===== src/rtl/mips_ctrl_pkg.sv =====
// Shared encodings for the multicycle MIPS controller: instruction fields,
// ALU operations, datapath mux selects, FSM states and the control bundle.
package mips_ctrl_pkg;

    // Opcodes (IR[31:26])
    localparam logic [5:0] OP_RTYPE = 6'b000000;
    localparam logic [5:0] OP_LW    = 6'b100011;
    localparam logic [5:0] OP_SW    = 6'b101011;
    localparam logic [5:0] OP_ADDI  = 6'b001000;
    localparam logic [5:0] OP_SLTI  = 6'b001010;
    localparam logic [5:0] OP_BEQ   = 6'b000100;
    localparam logic [5:0] OP_J     = 6'b000010;
    localparam logic [5:0] OP_JAL   = 6'b000011;

    // R-type function codes (IR[5:0])
    localparam logic [5:0] FN_ADD = 6'b100000;
    localparam logic [5:0] FN_SUB = 6'b100010;
    localparam logic [5:0] FN_AND = 6'b100100;
    localparam logic [5:0] FN_OR  = 6'b100101;
    localparam logic [5:0] FN_SLT = 6'b101010;
    localparam logic [5:0] FN_JR  = 6'b001000;

    // ALU operations
    localparam logic [2:0] ALU_AND = 3'b000;
    localparam logic [2:0] ALU_OR  = 3'b001;
    localparam logic [2:0] ALU_ADD = 3'b010;
    localparam logic [2:0] ALU_SUB = 3'b110;
    localparam logic [2:0] ALU_SLT = 3'b111;

    // Datapath mux selects
    localparam logic [1:0] REGDST_RT   = 2'b00;
    localparam logic [1:0] REGDST_RD   = 2'b01;
    localparam logic [1:0] REGDST_RA   = 2'b10;
    localparam logic [1:0] WD_ALUOUT   = 2'b00;
    localparam logic [1:0] WD_MDR      = 2'b01;
    localparam logic [1:0] WD_PC       = 2'b10;
    localparam logic       SRCA_PC     = 1'b0;
    localparam logic       SRCA_RS     = 1'b1;
    localparam logic [1:0] SRCB_RT     = 2'b00;
    localparam logic [1:0] SRCB_FOUR   = 2'b01;
    localparam logic [1:0] SRCB_SEXT   = 2'b10;
    localparam logic [1:0] SRCB_SEXT2  = 2'b11;
    localparam logic [1:0] PCSRC_ALU   = 2'b00;
    localparam logic [1:0] PCSRC_ALUOUT= 2'b01;
    localparam logic [1:0] PCSRC_JUMP  = 2'b10;
    localparam logic [1:0] PCSRC_RS    = 2'b11;

    typedef enum logic [3:0] {
        FETCH, DECODE, MEM_ADDR, MEM_RD, MEM_WB, MEM_WR, R_EXEC, R_WB,
        I_EXEC, I_WB, BRANCH, JUMP, JAL, JR, ERROR
    } state_t;

    // Every controller output in one bundle so idle/reset values are one assignment
    typedef struct packed {
        logic       pc_write;
        logic       iord;
        logic       mem_read;
        logic       mem_write;
        logic       ir_write;
        logic       reg_write;
        logic [1:0] reg_dst;
        logic [1:0] mem_to_reg;
        logic       alu_src_a;
        logic [1:0] alu_src_b;
        logic [2:0] alu_op;
        logic [1:0] pc_src;
        logic       err;
    } ctrl_t;

endpackage


===== src/rtl/mips_alu_decoder.sv =====
// Maps an R-type funct field to its ALU operation; valid flags supported functs.
module mips_alu_decoder
    import mips_ctrl_pkg::*;
(
    input  logic [5:0] funct,
    output logic [2:0] alu_op,
    output logic       valid
);

    // Funct lookup; unsupported codes report invalid with a harmless ADD
    always_comb begin
        alu_op = ALU_ADD;
        valid  = 1'b1;
        case (funct)
            FN_ADD:  alu_op = ALU_ADD;
            FN_SUB:  alu_op = ALU_SUB;
            FN_AND:  alu_op = ALU_AND;
            FN_OR:   alu_op = ALU_OR;
            FN_SLT:  alu_op = ALU_SLT;
            default: begin
                alu_op = ALU_ADD;
                valid  = 1'b0;
            end
        endcase
    end

endmodule


===== src/rtl/mips_multicycle_controller.sv =====
// Multicycle MIPS control FSM with a memory wait-timeout watchdog.
// Outputs are decoded from the state (plus zero/mem_ready) and are forced
// to zero while reset is held, so an in-flight write strobe drops at once.
module mips_multicycle_controller
    import mips_ctrl_pkg::*;
#(
    parameter int WAIT_LIMIT = 16
) (
    input  logic       clk,
    input  logic       rst,
    input  logic [5:0] opcode,
    input  logic [5:0] funct,
    input  logic       zero,
    input  logic       mem_ready,
    output logic       pc_write,
    output logic       iord,
    output logic       mem_read,
    output logic       mem_write,
    output logic       ir_write,
    output logic       reg_write,
    output logic [1:0] reg_dst,
    output logic [1:0] mem_to_reg,
    output logic       alu_src_a,
    output logic [1:0] alu_src_b,
    output logic [2:0] alu_op,
    output logic [1:0] pc_src,
    output logic       err
);

    localparam int            CW       = $clog2(WAIT_LIMIT + 1);
    localparam logic [CW-1:0] LIMIT_M1 = CW'(WAIT_LIMIT - 1);

    state_t        state_r;
    state_t        state_next_s;
    logic [CW-1:0] wait_cnt_r;
    logic          waiting_s;
    logic          timeout_s;
    logic [2:0]    rtype_alu_op_s;
    logic          rtype_valid_s;
    ctrl_t         ctrl_s;
    ctrl_t         ctrl_out_s;

    mips_alu_decoder u_alu_decoder (
        .funct  (funct),
        .alu_op (rtype_alu_op_s),
        .valid  (rtype_valid_s)
    );

    // States that hold a memory request open until mem_ready
    assign waiting_s = (state_r == FETCH) || (state_r == MEM_RD) || (state_r == MEM_WR);
    // This low-ready cycle would be the WAIT_LIMIT-th consecutive one
    assign timeout_s = (wait_cnt_r == LIMIT_M1);

    // State register
    always_ff @(posedge clk or negedge rst) begin
        if (!rst) begin
            state_r <= FETCH;
        end else begin
            state_r <= state_next_s;
        end
    end

    // Wait counter: restarts on every state change, counts low-ready cycles
    always_ff @(posedge clk or negedge rst) begin
        if (!rst) begin
            wait_cnt_r <= CW'(0);
        end else if (state_next_s != state_r) begin
            wait_cnt_r <= CW'(0);
        end else if (waiting_s && !mem_ready) begin
            wait_cnt_r <= wait_cnt_r + CW'(1);
        end else begin
            wait_cnt_r <= wait_cnt_r;
        end
    end

    // Next-state and per-state output decode
    always_comb begin
        state_next_s = state_r;
        ctrl_s       = '0;
        case (state_r)
            FETCH: begin
                ctrl_s.mem_read  = 1'b1;
                ctrl_s.alu_src_a = SRCA_PC;
                ctrl_s.alu_src_b = SRCB_FOUR;
                ctrl_s.alu_op    = ALU_ADD;
                ctrl_s.pc_src    = PCSRC_ALU;
                ctrl_s.ir_write  = mem_ready;
                ctrl_s.pc_write  = mem_ready;
                if (mem_ready)      state_next_s = DECODE;
                else if (timeout_s) state_next_s = ERROR;
                else                state_next_s = FETCH;
            end
            DECODE: begin
                ctrl_s.alu_src_a = SRCA_PC;
                ctrl_s.alu_src_b = SRCB_SEXT2;
                ctrl_s.alu_op    = ALU_ADD;
                case (opcode)
                    OP_RTYPE: begin
                        if (funct == FN_JR)     state_next_s = JR;
                        else if (rtype_valid_s) state_next_s = R_EXEC;
                        else                    state_next_s = ERROR;
                    end
                    OP_LW, OP_SW:     state_next_s = MEM_ADDR;
                    OP_ADDI, OP_SLTI: state_next_s = I_EXEC;
                    OP_BEQ:           state_next_s = BRANCH;
                    OP_J:             state_next_s = JUMP;
                    OP_JAL:           state_next_s = JAL;
                    default:          state_next_s = ERROR;
                endcase
            end
            R_EXEC: begin
                ctrl_s.alu_src_a = SRCA_RS;
                ctrl_s.alu_src_b = SRCB_RT;
                ctrl_s.alu_op    = rtype_alu_op_s;
                state_next_s     = R_WB;
            end
            R_WB: begin
                ctrl_s.reg_write  = 1'b1;
                ctrl_s.reg_dst    = REGDST_RD;
                ctrl_s.mem_to_reg = WD_ALUOUT;
                state_next_s      = FETCH;
            end
            MEM_ADDR: begin
                ctrl_s.alu_src_a = SRCA_RS;
                ctrl_s.alu_src_b = SRCB_SEXT;
                ctrl_s.alu_op    = ALU_ADD;
                if (opcode == OP_LW) state_next_s = MEM_RD;
                else                 state_next_s = MEM_WR;
            end
            MEM_RD: begin
                ctrl_s.mem_read = 1'b1;
                ctrl_s.iord     = 1'b1;
                if (mem_ready)      state_next_s = MEM_WB;
                else if (timeout_s) state_next_s = ERROR;
                else                state_next_s = MEM_RD;
            end
            MEM_WB: begin
                ctrl_s.reg_write  = 1'b1;
                ctrl_s.reg_dst    = REGDST_RT;
                ctrl_s.mem_to_reg = WD_MDR;
                state_next_s      = FETCH;
            end
            MEM_WR: begin
                ctrl_s.mem_write = 1'b1;
                ctrl_s.iord      = 1'b1;
                if (mem_ready)      state_next_s = FETCH;
                else if (timeout_s) state_next_s = ERROR;
                else                state_next_s = MEM_WR;
            end
            I_EXEC: begin
                ctrl_s.alu_src_a = SRCA_RS;
                ctrl_s.alu_src_b = SRCB_SEXT;
                ctrl_s.alu_op    = (opcode == OP_SLTI) ? ALU_SLT : ALU_ADD;
                state_next_s     = I_WB;
            end
            I_WB: begin
                ctrl_s.reg_write  = 1'b1;
                ctrl_s.reg_dst    = REGDST_RT;
                ctrl_s.mem_to_reg = WD_ALUOUT;
                state_next_s      = FETCH;
            end
            BRANCH: begin
                ctrl_s.alu_src_a = SRCA_RS;
                ctrl_s.alu_src_b = SRCB_RT;
                ctrl_s.alu_op    = ALU_SUB;
                ctrl_s.pc_src    = PCSRC_ALUOUT;
                ctrl_s.pc_write  = zero;
                state_next_s     = FETCH;
            end
            JUMP: begin
                ctrl_s.pc_src   = PCSRC_JUMP;
                ctrl_s.pc_write = 1'b1;
                state_next_s    = FETCH;
            end
            JAL: begin
                // PC already holds PC+4 from FETCH, so it is the link value
                ctrl_s.pc_src     = PCSRC_JUMP;
                ctrl_s.pc_write   = 1'b1;
                ctrl_s.reg_write  = 1'b1;
                ctrl_s.reg_dst    = REGDST_RA;
                ctrl_s.mem_to_reg = WD_PC;
                state_next_s      = FETCH;
            end
            JR: begin
                ctrl_s.pc_src   = PCSRC_RS;
                ctrl_s.pc_write = 1'b1;
                state_next_s    = FETCH;
            end
            ERROR: begin
                ctrl_s.err   = 1'b1;
                state_next_s = ERROR;
            end
            default: begin
                ctrl_s.err   = 1'b1;
                state_next_s = ERROR;
            end
        endcase
    end

    // Reset gating: all outputs silent while rst is held low
    always_comb begin
        if (!rst) begin
            ctrl_out_s = '0;
        end else begin
            ctrl_out_s = ctrl_s;
        end
    end

    assign pc_write   = ctrl_out_s.pc_write;
    assign iord       = ctrl_out_s.iord;
    assign mem_read   = ctrl_out_s.mem_read;
    assign mem_write  = ctrl_out_s.mem_write;
    assign ir_write   = ctrl_out_s.ir_write;
    assign reg_write  = ctrl_out_s.reg_write;
    assign reg_dst    = ctrl_out_s.reg_dst;
    assign mem_to_reg = ctrl_out_s.mem_to_reg;
    assign alu_src_a  = ctrl_out_s.alu_src_a;
    assign alu_src_b  = ctrl_out_s.alu_src_b;
    assign alu_op     = ctrl_out_s.alu_op;
    assign pc_src     = ctrl_out_s.pc_src;
    assign err        = ctrl_out_s.err;

endmodule


===== config.mk =====
export PLATFORM = sky130hd
export DESIGN_NAME = mips_multicycle_controller
export DESIGN_NICKNAME = d
export VERILOG_FILES = /design/src/rtl/mips_ctrl_pkg.sv /design/src/rtl/mips_alu_decoder.sv /design/src/rtl/mips_multicycle_controller.sv
export SDC_FILE = /design/constraint.sdc
export NUM_CORES = 1
export LEC_CHECK = 0
export CAP_MARGIN = 20
export CORE_MARGIN = 4
export CORE_UTILIZATION = 35
export CTS_BUF_LIST = sky130_fd_sc_hd__clkbuf_4 sky130_fd_sc_hd__clkbuf_8
export DETAILED_ROUTE_END_ITERATION = 8
export PLACE_DENSITY_LB_ADDON = 0.2
export SYNTH_ARGS = -nofsm -noshare
export SYNTH_HDL_FRONTEND = slang
export SYNTH_SLANG_ARGS = --single-unit
export TNS_END_PERCENT = 5

===== constraint.sdc =====
create_clock -name clk -period 2.78 [get_ports clk]
set_input_delay 0.556 -clock clk [delete_from_list [all_inputs] [get_ports clk]]
set_output_delay 0.556 -clock clk [all_outputs]
set_load 0.02 [all_outputs]

Word level (Yosys, flattened, before mapping)

Index checks and enable logic that the tools add are counted.

Input bits: 16
Flip-flop bits (word level): 9
Output and inout bits: 19
Logic and storage cells: 73

Add/sub/neg operators: 1
Equality and inequality tests: 28
Mux-type cells: 26
Reductions and logical operators: 16

Operators with widths:

| cell                | number |
|---|---|
| $eq 6x6->1 const B  | 7 |
| $pmux 6 s6          | 1 |
| $mux 4              | 8 |
| $pmux 4 s8          | 1 |
| $eq 4x4->1 const B  | 6 |
| $pmux 4 s6          | 1 |
| $pmux 5 s4          | 1 |
| $mux 19             | 1 |
| $eq 6x4->1 const B  | 3 |
| $eq 4x3->1 const B  | 4 |
| $reduce_or 14->1    | 1 |
| $eq 6x2->1 const B  | 2 |
| $pmux 3 s4          | 1 |
| $mux 5              | 2 |
| $reduce_or 2->1     | 5 |
| $eq 4x2->1 const B  | 2 |
| $reduce_or 7->1     | 1 |
| $eq 6x3->1 const B  | 1 |
| $logic_not 6->1     | 1 |
| $mux 1              | 6 |
| $mux 3              | 2 |
| $pmux 2 s3          | 1 |
| $add 5x1->5 const B | 1 |
| $eq 5x4->1 const B  | 1 |
| other kinds (10)    | 11 |

Depth between registers and ports, before layout

Depth after elaboration: 9
Mapped depth: 8
Depth with buffers taken out: 8

Cells and area by module

Synthesis repeated with hierarchy kept, for this count alone.

Cells, all modules: 196
Area, all modules: 1,448.9 um^2

By module, submodules not included:

| module                     | times used | cells an instance | area each (um^2) | sequential area each (um^2) |
|---|---|---|---|---|
| mips_multicycle_controller | 1          | 187               | 1,373.8          | 225.2 |
| mips_alu_decoder           | 1          | 9                 | 75.1             | 0.0 |

Worst setup path after synthesis

No wires, ideal clock.

Path type: reg-to-output
Start: register state_r[3]
End: output alu_op[0]
Path slack: -0.437 ns
Data arrival time: 2.661 ns
Stages on the path, launching flop included: 7
Buffers on the path: 2
Data required time: 2.224 ns
Cell sequence: dfrtp_1 clkbuf_1 clkbuf_1 nor2_1 a2111oi_0 nor2_1 a31oi_1

Word-level cells in the longest chain between the ends: 3
Elaborated cells on any way between the ends: 8
Classes of those cells: eq/ne: 5; mux: 2; reduce/logical: 1

RTL lines:

| what                               | RTL line                          | source |
|---|---|---|
| from (decl)                        | mips_multicycle_controller.sv:33  | `state_t state_r;` |
| from (signal assigned)             | mips_multicycle_controller.sv:59  | `state_r <= state_next_s;` |
| $eq 4x4->1 (tied with other cells) | mips_multicycle_controller.sv:80  | `case (state_r)` |
| $pmux 6 s6 (*)                     | mips_multicycle_controller.sv:80  |  |
| $mux 19 (*)                        | mips_multicycle_controller.sv:202 | `if (!rst) begin` |
| to (decl)                          | mips_multicycle_controller.sv:25  | `output logic [2:0] alu_op,` |

Mark *: on every way between the ends. The rest lies on a longest branch, timed or not.

Final worst setup path

Start: input rst
End: output reg_dst[1]

Word-level cells in the longest chain between the ends: 1

RTL lines:

| what        | RTL line                          | source |
|---|---|---|
| from (decl) | mips_multicycle_controller.sv:10  | `input logic rst,` |
| $mux 19     | mips_multicycle_controller.sv:202 |  |
| to (decl)   | mips_multicycle_controller.sv:21  | `output logic [1:0] reg_dst,` |

No other way between the ends.

==> flow_summary.json <==
{
  "status": "finished clean",
  "worstMarginPinSlew_ns": 0.7237,
  "cts_tree": "done",
  "endpoint_kind": "primary output",
  "slew_violations": 0,
  "grt-ovfl-total": 0,
  "synth_compound_area_share_pct": 26.83,
  "comb_power_share_pct": 74.9,
  "synth-xor-area-share_pct": 4.098,
  "synth_adder_area_share_pct": 1.951,
  "timing.final.ws_setup_ns": 0.1049,
  "die_x_um": 68.53,
  "start_kind": "primary input",
  "cts_resized": 5,
  "stdcell_area_mm2": 0.001907,
  "drc": 0,
  "grt-busiest-layer": "met2",
  "wl_per_cell_um": 14.09,
  "clk_pin_slew_ns": 0.05,
  "grt_pass1_wl_um": 6644,
  "cap_viol_max_count": 0,
  "via_count": 1596,
  "p_int_mw": 0.7188,
  "final_cell_mix": "nor2_1 (29), buf_4 (26), clkdlybuf4s50_1 (25), nand2_1 (11), a21oi_1 (11)",
  "finalSetupViolations": 0,
  "synth_top_family_by_area": "simple AND/OR/NAND/NOR gates",
  "power.share.sequential_pct": 13.0,
  "cts_hold_buf": 0,
  "use_met2_pct": 29.08,
  "syn_area_per_cell_um2": 6.786,
  "setup_tns_ns": 0,
  "met3_usage_pct": 1.945,
  "core_area_mm2": 0.003442,
  "synth_edf_count": 0,
  "ant_nets": 0,
  "synthFlopType": "dfrtp_1",
  "p_switching_mw": 0.7065,
  "num_io_pins": 35,
  "syn_nets": 207,
  "holdCritPathClass": "reg2reg",
  "ys_seq_elements": 9,
  "postPlaceCellArea_mm2": 0.001843,
  "track_usage_pct": 18.35,
  "worst_clock_skew_ns": 0.001179,
  "dieArea_mm2": 0.004696,
  "rsz0062_at_grt": "false",
  "power.leakage_nw": 0.8426,
  "grt_pass1_vias": 1461,
  "clkLatencyLatePin_ns": 0.24,
  "final_common_cell": "nor2_1",
  "cts_sinks": 9,
  "muxShareOfSynthArea_pct": 2.439,
  "cts_inserted_buffers": 3,
  "wl_um": 4015,
  "gp_congestion": 0.9011,
  "min_period_ns": 2.675,
  "postCtsSetupBuffers": 0,
  "synthTopCellsByArea": "dfrtp_1 (18%), nor2_1 (8.8%), a21oi_1 (4.3%)",
  "yosysUniqueCellTypes": 51,
  "hpwl_um": 3129,
  "drtIter0Drc": 126,
  "antenna_found_initial": 0,
  "clock_path_buffers": 2,
  "switching_share_pct": 49.57,
  "htree_levels": 1,
  "clkPwrFrac_pct": 12.1,
  "max_freq_ghz": 0.3738,
  "grt_max_degree": 31,
  "slew_headroom_pct": 51.61,
  "critPathMaxFanout": 17,
  "whs_ns": 0.5615,
  "die_h_um": 68.53,
  "layout-drive-gt1-share_pct": 17.15,
  "yosys.area.top_type": "dfrtp_1",
  "yosys_warnings": 0,
  "crit_type": "in2out",
  "critPathArrivalTime_ns": 2.12,
  "synth-simple-area-share_pct": 40.78,
  "yosysTopAreaCellShare_pct": 17.56,
  "synth_seq_area_share_pct": 17.56,
  "post-route-util_pct": 55.40,
  "root_buffer": "clkbuf_8",
  "required_ns": 2.22,
  "port_buffers": 34,
  "firstDrtPassIters": 4,
  "async_flop_share_pct": 100.0,
  "fin_nets": 258,
  "powerDensity_mw_per_mm2": 747.5,
  "syn_inst": 189,
  "hold_violations": 0,
  "via_per_inst": 5.600,
  "antenna_cells": 0,
  "synthToLayoutAreaGrowth_pct": 48.68,
  "initial_utilization_pct": 37.26,
  "irDropWorstVdd_mv": 0.3819,
  "fin_crit_sh_pct": 96.23,
  "pre_cts_ws_ns": -0.2076,
  "syn_area_mm2": 0.001282,
  "placementRows": 21,
  "grtUsageMet1_pct": 25.84
}
## worst max-delay path: stages
cell and delay [ns]:
clkdlybuf4s50_1 0.52, buf_6 0.20, nand3_1 0.09, nor2_1 0.14
clkdlybuf4s50_1 0.62
## path summary, 6_finish.rpt
check	from	to	slack, ns	depth (start not counted)
max	rst	reg_dst[1]	0.10	5
min	wait_cnt_r[3]$_DFFE_PN0P_	wait_cnt_r[3]$_DFFE_PN0P_	0.56	2
max reg2reg	wait_cnt_r[0]$_DFFE_PN0P_	wait_cnt_r[2]$_DFFE_PN0P_	0.46	7
min reg2reg	wait_cnt_r[3]$_DFFE_PN0P_	wait_cnt_r[3]$_DFFE_PN0P_	0.56	2
max in group asynchronous	rst	state_r[0]$_DFF_PN0_	1.95	2
min in group asynchronous	rst	wait_cnt_r[1]$_DFFE_PN0P_	0.68	2
## cells by family after synthesis
| logic type | after synthesis |
|---|---|
| AO/OA/AOI/OAI | 51 |
| XOR/XNOR | 6 |
| adder cells (fa/ha/maj) | 2 |
| buffers and inverters | 20 |
| flip-flops | 9 |
| multiplexers | 3 |
| AND/OR/NAND/NOR | 98 |
## final cells by class
| class | count | area (um2) |
|---|---|---|
| clock buffer | 4 | 48.80 |
| fill | 343 | 1535 |
| inverter | 4 | 15.01 |
| multi-input combinational | 160 | 984.7 |
| sequential | 9 | 225.2 |
| tap | 46 | 57.56 |
| timing repair buffer | 62 | 575.6 |
## layer usage
layer	vias to the layer above	share of wire, %
met4	0	1.1
li1	800	-
met1	747	47
met2	44	47
met5	-	0
met3	5	5.1
## Yosys cell counts (3+ instances only)
cell type  count
nor2b_1        8
a211o_1        3
and3_1         4
nand2_1       11
nor4_1         7
xnor2_1        4
a21oi_1       11
inv_1          3
o21ai_0        6
a22oi_1        7
o21bai_1       3
nand3b_1       3
clkbuf_1      12
o21a_1         3
nor3_1         8
nor2_1        30
nand2b_1       5
or2_2          5
nand3_1        5
a31oi_1        5
dfrtp_1        9
## sequential cells by signal, indices dropped and copies added, names as in the netlist
name        cells
wait_cnt_r      5
state_r         4
## power groups by stage
stage / combinational, mW / sequential (mW) / clock [mW]
after floorplan: 0.693 / 0.182 / 0
after global placement: 1.05 / 0.184 / 0
after detailed placement: 1.06 / 0.187 / 0
after CTS: 1.06 / 0.185 / 0.178
after global routing: 1.16 / 0.189 / 0.184
final: 1.07 / 0.185 / 0.172
## stage by stage
stage | cells | total power [mW]
after detailed placement | 281 | 1.251
after floorplan | 189 | 0.8755
final | 285 | 1.425
after global placement | 281 | 1.230
after global routing | 285 | 1.538
after CTS | 285 | 1.425
Note: power is estimated with default switching activity, not from simulation.
